<file path="src/rtl/ntsc_composite_encoder_if.sv">
// Pixel/timing enables and level-table write port from the PPU side, plus the DAC-facing outputs.
interface ntsc_composite_encoder_if #(
  parameter int unsigned DAC_WIDTH = 8
);
  logic                 frame_start;
  logic                 line_start;
  logic                 luminance_EN;
  logic                 chrominance_EN;
  logic                 sync_EN;
  logic                 colorBurst_EN;
  logic [2:0]           emphasis;
  logic [5:0]           pixelColour;
  logic                 lvl_we;
  logic [3:0]           lvl_addr;
  logic [DAC_WIDTH-1:0] lvl_data;
  logic [DAC_WIDTH-1:0] videoOut;
  logic                 videoOut_valid;
  logic [3:0]           phase;

  modport master (
    output frame_start, line_start, luminance_EN, chrominance_EN, sync_EN, colorBurst_EN,
           emphasis, pixelColour, lvl_we, lvl_addr, lvl_data,
    input  videoOut, videoOut_valid, phase
  );

  modport slave (
    input  frame_start, line_start, luminance_EN, chrominance_EN, sync_EN, colorBurst_EN,
           emphasis, pixelColour, lvl_we, lvl_addr, lvl_data,
    output videoOut, videoOut_valid, phase
  );
endinterface

</file>
<file path="src/rtl/ntsc_composite_encoder.sv">
// NES-style composite encoder: 12-phase subcarrier counter, two-stage pipeline and a
// runtime-writable 16-entry level table producing registered DAC codes.
module ntsc_composite_encoder #(
  parameter int unsigned DAC_WIDTH          = 8,
  parameter int unsigned LINE_PHASE_ADVANCE = 4,
  parameter logic [7:0]  SYNC_LEVEL         = 8'd0,
  parameter logic [7:0]  BURST_HIGH         = 8'd69,
  parameter logic [7:0]  BURST_LOW          = 8'd23
) (
  input  logic                   clock,
  input  logic                   reset,
  ntsc_composite_encoder_if.slave bus
);

  localparam int unsigned SHIFT      = DAC_WIDTH - 8;
  localparam int unsigned NUM_PHASES = 12;
  localparam int unsigned NUM_LEVELS = 16;
  localparam logic [3:0]  ADV        = 4'(LINE_PHASE_ADVANCE % NUM_PHASES);
  localparam logic [3:0]  BLACK_IDX  = 4'b1001;

  function automatic logic [DAC_WIDTH-1:0] scale8(input logic [7:0] v);
    return DAC_WIDTH'(v) << SHIFT;
  endfunction

  // Index is {low_sel, att, lum[1:0]}.
  function automatic logic [7:0] default_level(input logic [3:0] idx);
    logic [7:0] v;
    case (idx)
      4'd0:    v = 8'd94;
      4'd1:    v = 8'd128;
      4'd2:    v = 8'd168;
      4'd3:    v = 8'd168;
      4'd4:    v = 8'd76;
      4'd5:    v = 8'd103;
      4'd6:    v = 8'd136;
      4'd7:    v = 8'd136;
      4'd8:    v = 8'd34;
      4'd9:    v = 8'd47;
      4'd10:   v = 8'd84;
      4'd11:   v = 8'd134;
      4'd12:   v = 8'd29;
      4'd13:   v = 8'd39;
      4'd14:   v = 8'd68;
      default: v = 8'd110;
    endcase
    return v;
  endfunction

  // Square wave of the subcarrier shifted by hue h: high for six of the twelve phases.
  function automatic logic wave(input logic [3:0] ph, input logic [3:0] h);
    logic [4:0] s;
    s = 5'(ph) + 5'(h);
    if (s >= 5'd24)      s = s - 5'd24;
    else if (s >= 5'd12) s = s - 5'd12;
    return s < 5'd6;
  endfunction

  logic [3:0]           phase_q, phase_d;
  logic [3:0]           line_q, line_d;
  logic [4:0]           adv_sum;

  logic                 s1_sync_q, s1_burst_q, s1_luma_q, s1_chroma_q;
  logic [2:0]           s1_emph_q;
  logic [5:0]           s1_pix_q;
  logic [3:0]           s1_phase_q;
  logic                 s1_valid_q;

  logic [DAC_WIDTH-1:0] lvl_q [NUM_LEVELS];
  logic [DAC_WIDTH-1:0] video_q, video_d;
  logic                 valid_q;

  logic [3:0]           hue;
  logic [1:0]           lum;
  logic                 sel_hi;
  logic                 att;

  // Subcarrier phase: free-running mod 12, re-seeded per line, zeroed per frame.
  always_comb begin
    line_d  = line_q;
    phase_d = phase_q;
    adv_sum = 5'(line_q) + 5'(ADV);
    if (bus.frame_start) begin
      line_d  = 4'd0;
      phase_d = 4'd0;
    end else if (bus.line_start) begin
      line_d  = (adv_sum >= 5'(NUM_PHASES)) ? 4'(adv_sum - 5'(NUM_PHASES)) : 4'(adv_sum);
      phase_d = line_d;
    end else begin
      phase_d = (phase_q == 4'(NUM_PHASES - 1)) ? 4'd0 : phase_q + 4'd1;
    end
  end

  // Stage 2 level selection from the registered stage-1 sample.
  always_comb begin
    hue     = s1_pix_q[3:0];
    lum     = s1_pix_q[5:4];
    sel_hi  = (!s1_chroma_q || (hue == 4'h0) || wave(s1_phase_q, hue)) && (hue != 4'hD);
    att     = s1_chroma_q &&
              ((s1_emph_q[0] && wave(s1_phase_q, 4'hC)) ||
               (s1_emph_q[1] && wave(s1_phase_q, 4'h4)) ||
               (s1_emph_q[2] && wave(s1_phase_q, 4'h8)));
    video_d = lvl_q[{!sel_hi, att, lum}];
    if (s1_sync_q) begin
      video_d = scale8(SYNC_LEVEL);
    end else if (s1_burst_q) begin
      video_d = wave(s1_phase_q, 4'h8) ? scale8(BURST_HIGH) : scale8(BURST_LOW);
    end else if (!s1_luma_q || (hue >= 4'hE)) begin
      video_d = lvl_q[BLACK_IDX];
    end
  end

  always_ff @(posedge clock or posedge reset) begin
    if (reset) begin
      phase_q     <= 4'd0;
      line_q      <= 4'd0;
      s1_sync_q   <= 1'b0;
      s1_burst_q  <= 1'b0;
      s1_luma_q   <= 1'b0;
      s1_chroma_q <= 1'b0;
      s1_emph_q   <= 3'd0;
      s1_pix_q    <= 6'd0;
      s1_phase_q  <= 4'd0;
      s1_valid_q  <= 1'b0;
      video_q     <= scale8(SYNC_LEVEL);
      valid_q     <= 1'b0;
      for (int i = 0; i < NUM_LEVELS; i++) begin
        lvl_q[i] <= scale8(default_level(4'(i)));
      end
    end else begin
      phase_q     <= phase_d;
      line_q      <= line_d;
      s1_sync_q   <= bus.sync_EN;
      s1_burst_q  <= bus.colorBurst_EN;
      s1_luma_q   <= bus.luminance_EN;
      s1_chroma_q <= bus.chrominance_EN;
      s1_emph_q   <= bus.emphasis;
      s1_pix_q    <= bus.pixelColour;
      s1_phase_q  <= phase_q;
      s1_valid_q  <= 1'b1;
      video_q     <= video_d;
      valid_q     <= s1_valid_q;
      // Stage 2 reads the table before this edge's write lands.
      if (bus.lvl_we) begin
        lvl_q[bus.lvl_addr] <= bus.lvl_data;
      end
    end
  end

  assign bus.videoOut       = video_q;
  assign bus.videoOut_valid = valid_q;
  assign bus.phase          = phase_q;

endmodule
</file>
<file path="src/flat_wrapper.sv">
// flat-port wrapper written by rule: the top's interface ports become plain ports
module ntsc_composite_encoder_flat 
#(
  parameter int unsigned DAC_WIDTH          = 8,
  parameter int unsigned LINE_PHASE_ADVANCE = 4,
  parameter logic [7:0]  SYNC_LEVEL         = 8'd0,
  parameter logic [7:0]  BURST_HIGH         = 8'd69,
  parameter logic [7:0]  BURST_LOW          = 8'd23
)
  (clock, reset, bus_frame_start, bus_line_start, bus_luminance_EN, bus_chrominance_EN, bus_sync_EN, bus_colorBurst_EN, bus_emphasis, bus_pixelColour, bus_lvl_we, bus_lvl_addr, bus_lvl_data, bus_videoOut, bus_videoOut_valid, bus_phase);
  ntsc_composite_encoder_if #(.DAC_WIDTH(DAC_WIDTH)) bus_i ();
  input  logic clock;
  input  logic reset;
  input wire logic [$bits(bus_i.frame_start)-1:0] bus_frame_start;
  input wire logic [$bits(bus_i.line_start)-1:0] bus_line_start;
  input wire logic [$bits(bus_i.luminance_EN)-1:0] bus_luminance_EN;
  input wire logic [$bits(bus_i.chrominance_EN)-1:0] bus_chrominance_EN;
  input wire logic [$bits(bus_i.sync_EN)-1:0] bus_sync_EN;
  input wire logic [$bits(bus_i.colorBurst_EN)-1:0] bus_colorBurst_EN;
  input wire logic [$bits(bus_i.emphasis)-1:0] bus_emphasis;
  input wire logic [$bits(bus_i.pixelColour)-1:0] bus_pixelColour;
  input wire logic [$bits(bus_i.lvl_we)-1:0] bus_lvl_we;
  input wire logic [$bits(bus_i.lvl_addr)-1:0] bus_lvl_addr;
  input wire logic [$bits(bus_i.lvl_data)-1:0] bus_lvl_data;
  output wire logic [$bits(bus_i.videoOut)-1:0] bus_videoOut;
  output wire logic [$bits(bus_i.videoOut_valid)-1:0] bus_videoOut_valid;
  output wire logic [$bits(bus_i.phase)-1:0] bus_phase;
  assign bus_i.frame_start = bus_frame_start;
  assign bus_i.line_start = bus_line_start;
  assign bus_i.luminance_EN = bus_luminance_EN;
  assign bus_i.chrominance_EN = bus_chrominance_EN;
  assign bus_i.sync_EN = bus_sync_EN;
  assign bus_i.colorBurst_EN = bus_colorBurst_EN;
  assign bus_i.emphasis = bus_emphasis;
  assign bus_i.pixelColour = bus_pixelColour;
  assign bus_i.lvl_we = bus_lvl_we;
  assign bus_i.lvl_addr = bus_lvl_addr;
  assign bus_i.lvl_data = bus_lvl_data;
  assign bus_videoOut = bus_i.videoOut;
  assign bus_videoOut_valid = bus_i.videoOut_valid;
  assign bus_phase = bus_i.phase;
  ntsc_composite_encoder #(.DAC_WIDTH(DAC_WIDTH), .LINE_PHASE_ADVANCE(LINE_PHASE_ADVANCE), .SYNC_LEVEL(SYNC_LEVEL), .BURST_HIGH(BURST_HIGH), .BURST_LOW(BURST_LOW)) u_core (.clock(clock), .reset(reset), .bus(bus_i));
endmodule
</file>
<file path="config.mk">
export PLATFORM = sky130hd
export DESIGN_NAME = ntsc_composite_encoder_flat
export DESIGN_NICKNAME = d
export VERILOG_FILES = /design/src/rtl/ntsc_composite_encoder_if.sv /design/src/rtl/ntsc_composite_encoder.sv /design/src/flat_wrapper.sv
export SDC_FILE = /design/constraint.sdc
export NUM_CORES = 1
export LEC_CHECK = 0
export BUFFER_PORTS_ARGS = -buffer_cell sky130_fd_sc_hd__buf_2
export CAP_MARGIN = 20
export CORE_ASPECT_RATIO = 1.75
export CORE_UTILIZATION = 31
export DETAILED_ROUTE_END_ITERATION = 7
export MAX_ROUTING_LAYER = met4
export PLACE_DENSITY = 0.53
export SYNTH_ARGS = -nofsm -noshare
export SYNTH_HDL_FRONTEND = slang
export SYNTH_SLANG_ARGS = --single-unit
</file>
<file path="constraint.sdc">
create_clock -name clock -period 4.39 [get_ports clock]
set_input_delay 0.2195 -clock clock [delete_from_list [all_inputs] [get_ports clock]]
set_output_delay 0.2195 -clock clock [all_outputs]
set_load 0.01 [all_outputs]
</file>
### Yosys cells after proc, flatten, opt, wreduce, memory -nomap -nowiden

Index checks and enable logic that the tools add are counted.
W data, S select, Z words.

| word-level totals | value |
|---|---|
| input port bits | 30 |
| register bits after elaboration | 163 |

| operators by class | value |
|---|---|
| $add $sub $neg | 15 |
| bitwise logic cells | 2 |
| reductions and logical operators | 16 |
| mux-type cells | 26 |
| equal/unequal tests | 2 |
| order comparisons | 18 |

Operators with widths:

| kind | number |
|---|---|
| $bwmux W128 | 1 |
| $mux W5 | 10 |
| $mux W8 | 6 |
| $bmux W8 S4 | 1 |
| $demux W8 S4 | 1 |
| $ge A5 B5 Y1 const B | 6 |
| $ge A5 B4 Y1 const B | 5 |
| $lt A5 B3 Y1 const B | 5 |
| $mux W4 | 6 |
| $sub A5 B4 Y5 const B | 4 |
| $sub A5 B5 Y5 const B | 4 |
| $add A4 B3 Y5 const B | 2 |
| $add A4 B4 Y5 const B | 2 |
| $not A4 Y5 | 2 |
| $mux W7 | 1 |
| $logic_and A1 B1 Y1 | 6 |
| $add A4 B4 Y5 | 1 |
| $logic_or A1 B1 Y1 | 5 |
| $lt A5 B1 Y1 const B | 1 |
| $add A4 B1 Y4 const B | 1 |
| $eq A4 B4 Y1 const B | 1 |
| $ge A4 B4 Y1 const B | 1 |
| $logic_not A4 Y1 | 1 |
| $ne A4 B4 Y1 const B | 1 |
| other kinds (3) | 5 |

### Depth between registers and ports, before layout

| depth | value |
|---|---|
| depth after elaboration | 16 |
| gate-level depth with buffers | 14 |
| depth with buffers taken out | 13 |

### Worst setup path before layout

Ideal clock, no wire load.

| path | value |
|---|---|
| path kind | register to register |
| start point | register u_core.s1_phase_q[2] |
| end point | register u_core.video_q[0] (netlist: u_core.bus.videoOut[0]) |
| cell stages (with the launch flop) | 14 |
| period minus slack after synthesis | 2,925 ps |
| data required time | 4,250 ps |
| data arrival time | 2,785 ps |
| library setup time | 140 ps |
| setup slack | 1,465 ps |
| path through | dfrtp_1 -> ha_1 -> a21oi_1 -> and3_1 -> nor2_1 -> ha_1 -> o21bai_1 -> and4b_1 -> nor4_2 -> a2bb2oi_2 -> buf_6 -> and3_1 -> a2111oi_0 -> a211oi_1 |

| on the way | value |
|---|---|
| longest elaborated chain between the ends | 16 |

RTL lines:

| item | line | source |
|---|---|---|
| from (decl) | ntsc_composite_encoder.sv:65 | `logic [3:0] s1_phase_q;` |
| from (signal assigned) | ntsc_composite_encoder.sv:138 | `s1_phase_q <= phase_q;` |
| $add A4 B4 Y5 or $add A4 B3 Y5 (tied branches) | ntsc_composite_encoder.sv:52 | `s = 5'(ph) + 5'(h);` |
| $sub A5 B4 Y5 or $ge A5 B4 Y1 (tied branches) | ntsc_composite_encoder.sv:54 | `else if (s >= 5'd12) s = s - 5'd12;` |
| $mux W5 | ntsc_composite_encoder.sv:54 |  |
| $mux W5 | ntsc_composite_encoder.sv:53 | `if (s >= 5'd24) s = s - 5'd24;` |
| $lt A5 B3 Y1 | ntsc_composite_encoder.sv:55 | `return s < 5'd6;` |
| $logic_and A1 B1 Y1, on equally long branches | ntsc_composite_encoder.sv:99, ntsc_composite_encoder.sv:100 |  |
| $logic_or A1 B1 Y1 | ntsc_composite_encoder.sv:99 | `((s1_emph_q[0] && wave(s1_phase_q, 4'hC)) \|\|` |
| $logic_or A1 B1 Y1 | ntsc_composite_encoder.sv:100 | `(s1_emph_q[1] && wave(s1_phase_q, 4'h4)) \|\|` |
| $logic_and A1 B1 Y1 | ntsc_composite_encoder.sv:98 | `att = s1_chroma_q &&` |
| $not A4 Y5 (*) | ntsc_composite_encoder.sv:102 | `video_d = lvl_q[{!sel_hi, att, lum}];` |
| $bmux W8 S4 (*) | ntsc_composite_encoder.sv:102 |  |
| $mux W8 (implied by the code) (*) (2 in series) | ntsc_composite_encoder.sv:102 |  |
| $mux W8 (*) | ntsc_composite_encoder.sv:107 | `end else if (!s1_luma_q \|\| (hue >= 4'hE)) begin` |
| $mux W8 (*) | ntsc_composite_encoder.sv:105 | `end else if (s1_burst_q) begin` |
| $mux W8 (*) | ntsc_composite_encoder.sv:103 | `if (s1_sync_q) begin` |
| net u_core.video_d[0] | ntsc_composite_encoder.sv:69 | `logic [DAC_WIDTH-1:0] video_q, video_d;` |
| to (signal assigned) | ntsc_composite_encoder.sv:124 | `video_q <= scale8(SYNC_LEVEL);` |
| to (signal assigned) | ntsc_composite_encoder.sv:140 | `video_q <= video_d;` |
| to (decl) | ntsc_composite_encoder.sv:69 |  |

Mark *: on every way through the listed nets, which the timed path passes. The rest lies on a longest branch. The select of a mux whose other input is x is not followed.
A chain may end at the register's enable or synchronous reset.

### Final worst setup path

| path | value |
|---|---|
| start point | register u_core.s1_phase_q[2] |
| end point | register u_core.video_q[6] (netlist: u_core.bus.videoOut[6]) |

| on the way | value |
|---|---|
| longest elaborated chain between the ends | 16 |

RTL lines:

| item | line |
|---|---|
| $add A4 B4 Y5 or $add A4 B3 Y5 (tied branches) | ntsc_composite_encoder.sv:52 |
| $sub A5 B4 Y5 or $ge A5 B4 Y1 (tied branches) | ntsc_composite_encoder.sv:54 |
| $mux W5 | ntsc_composite_encoder.sv:54 |
| $mux W5 | ntsc_composite_encoder.sv:53 |
| $lt A5 B3 Y1 | ntsc_composite_encoder.sv:55 |
| $logic_and A1 B1 Y1, on equally long branches | ntsc_composite_encoder.sv:99, ntsc_composite_encoder.sv:100 |
| $logic_or A1 B1 Y1 | ntsc_composite_encoder.sv:99 |
| $logic_or A1 B1 Y1 | ntsc_composite_encoder.sv:100 |
| $logic_and A1 B1 Y1 | ntsc_composite_encoder.sv:98 |
| $not A4 Y5 | ntsc_composite_encoder.sv:102 |
| $bmux W8 S4 | ntsc_composite_encoder.sv:102 |
| $mux W8 (implied by the code) (2 in series) | ntsc_composite_encoder.sv:102 |
| $mux W8 | ntsc_composite_encoder.sv:107 |
| $mux W8 (*) | ntsc_composite_encoder.sv:105 |
| $mux W8 (*) | ntsc_composite_encoder.sv:103 |
| net u_core.video_d[6] | ntsc_composite_encoder.sv:69 |

Marks and branches as above.

==> flow_summary.ini <==
[logic_synthesis]
syn_inst = 529
synth_area_leaders = dfrtp_1, mux2_2, dfstp_2
synth_top_cell_area_share_pct = 35.3
ys_seq_elements = 161
ys_seq_area_share_pct = 52.9
synthArstFlopShare_pct = 100
avgSynthCellArea_um2 = 14.6
syn_nets = 575
synth_edf_count = 0
synth_top_cell_by_area = dfrtp_1
netlist_area_um2 = 7740
synth.distinct_cells = 59
yosys_warnings = 0
ys.flop_type = dfrtp_1

[setup_path]
path_max_fanout = 12
cp.required_ns = 4.70
crit_path_start_kind = flop
cp.arrival_ns = 3.72
crit_type = flop to flop
endpoint_kind = flop

[timing]
fin_setup_tns_ns = 0
hold_ws_ns = 0.00477
min_period_ns = 3.41
relSlewSlack_pct = 27.8
max_clock_freq_mhz = 293
rsz0062_at_grt = false
setup_viol = 0
finClkSkew_ns = 0.0113
finalHoldViolCount = 0
finalCritPeriodShare_pct = 77.6
worst_pin_slew_ns = 1.08
setup_ws_ns = 0.983
drv_slew = 0

[pwr]
leakagePower_nw = 3.80
powerDensity_nw_per_um2 = 485
vdd_ir_drop_max_mv = 0.337
p_total_w = 0.00437

[routing]
wl_um = 17600
drtIter0Drc = 194
dr.pass1.iters = 5
drcViolationCount = 0
post_drt_wl_per_cell_um = 19.3
vias_per_cell = 5.05
ant_nets = 0
num_vias = 4589

[floorplan]
pin_count = 43
coreArea_um2 = 24500
start_util_pct = 31.5
rows = 76
die_h_um = 211
die_area_um2 = 25600
die_x_um = 121

[finish]
final_common_cell = mux2_2
drive_gt1_share_pct = 51.4
finalNetCount = 630
area_growth_pct = 16.6
antenna_cells = 0
final_cell_mix = mux2_2, dfrtp_1, dfstp_2, buf_2, mux4_2
fin_util_pct = 36.8
fill_cells = 2341

[placed_design]
place_ws_ns = 1.08
place_congestion = 0.857
io_buffers = 42
post-dp-hpwl_um = 12500

[global_route]
grt_pass1_wl_um = 28700
grt_max_degree = 162
grt_overflow = 0
grt.total_usage_pct = 15.7
grt_pass1_vias = 5128
antenna_found_initial = 0

[flow_run]
cap_viol_max_count = 0

[clock_tree]
cts_tree = built
numClockSinks = 161
root_buffer = clkbuf_16
clock_latency_ns = 0.44
cts_buffers = 17
path_clk_slew_ns = 0.06
clk_path_buf_depth = 2
htreeDepth = 4
post-cts-setup-buffer-count = 0

[run_status]
run_status = completed

[worst_hold_path]
hp-class = primary input to async pin
==> critical path, stage by stage (launching register included) <==
cell and delay (ns):
dfrtp_1 0.48, ha_1 0.41, a21oi_1 0.12, a21oi_1 0.32, nor2_1 0.13, ha_1 0.21, nor2_1 0.12, nand3_1 0.09
a21oi_1 0.22, a2bb2oi_2 0.46, and2_2 0.28, nor4_1 0.06, or3_1 0.38
==> per-layer routing <==
metal	up-vias	GRT usage, %	routed length, um
met5	-	-	0
met4	0	8.05	615
met3	43	3.29	467
met2	92	27.7	9830
met1	2382	16.1	6640
li1	2072	-	-
==> cell type report <==
| type | instances | area, um^2 | area share (%) |
|---|---|---|---|
| Tap cell | 312 | 390 | 4.33 |
| Inverter | 15 | 60.1 | 0.666 |
| Sequential cell | 161 | 4100 | 45.4 |
| Timing Repair Buffer | 63 | 415 | 4.60 |
| Clock buffer | 24 | 482 | 5.34 |
| Clock inverter | 8 | 151 | 1.68 |
| Multi-Input combinational cell | 326 | 3430 | 38.0 |
==> power breakdown <==
| group | total [W] | switching, W | leakage [nW] | internal, W |
|---|---|---|---|---|
| Combinational | 0.000758 | 0.000312 | 1.61 | 0.000446 |
| Sequential | 0.00203 | 0.000166 | 1.89 | 0.00186 |
| Clock | 0.00159 | 0.000592 | 0.297 | 0.000998 |
==> synthesized netlist by cell type, drive strengths merged (7+ instances only) <==
library cell and number:
a21oi 10, and3 8, clkbuf 21, dfrtp 109, dfstp 52, ha 15, inv 15, mux2 128
mux2i 12, mux4 32, nand2 11, nor2 18, nor3 7, nor4 12, o21ai 7
==> kinds of logic (layout without fill, tap and decap cells) <==
family	Yosys count	count (layout)	synth area share, %
AOI/OAI and AO/OA	50	50	5.13
muxes	172	172	29.6
adders and majority gates	16	16	2.68
buffers and inverters	42	110	2.77
xor gates and xnor gates	3	3	0.340
DFF	161	161	52.9
and+or+nand+nor	84	84	6.55
other	1	1	0.0485
==> final timing paths <==
kind	from	end	slack (ns)	cells past startpoint
max	u_core.s1_phase_q[2]	u_core.bus.videoOut[6]	0.98	12
min	reset	u_core.bus.videoOut[4]	0.005	3
max reg2reg	u_core.s1_phase_q[2]	u_core.bus.videoOut[6]	0.98	12
min reg2reg	u_core.s1_valid_q	u_core.bus.videoOut_valid	0.35	0
max in group asynchronous	reset	u_core.s1_pix_q[4]	3.69	3
min in group clock	bus_line_start	u_core.bus.phase[1]	0.07	2
==> state kept, by name, summed over array words and instances (netlist names) <==
| register | count |
|---|---|
| u_core.lvl_q | 128 |
| u_core.bus.videoOut | 8 |
| u_core.s1_pix_q | 6 |
| u_core.bus.phase | 4 |
| u_core.s1_phase_q | 4 |
| u_core.s1_emph_q | 3 |
| u_core.line_q | 2 |
| u_core.bus.videoOut_valid | 1 |
| u_core.s1_burst_q | 1 |
| u_core.s1_chroma_q | 1 |
| u_core.s1_luma_q | 1 |
| u_core.s1_sync_q | 1 |
| u_core.s1_valid_q | 1 |
==> timing repair <==
item,CTS,global route
endpoints found under the setup margin,0,0
resized for setup,0,0
hold buffers,14,0
hold endpoints to repair,16,0
==> metrics by stage <==
step / std cells / cell area [um^2]
3_3_place_gp: 863 / 8250
6_report: 909 / 9020
3_5_place_dp: 863 / 8250
5_1_grt: 909 / 9020
2_1_floorplan: 529 / 7740
4_1_cts: 909 / 9020
No activity file was read; power rests on OpenSTA's default activity.
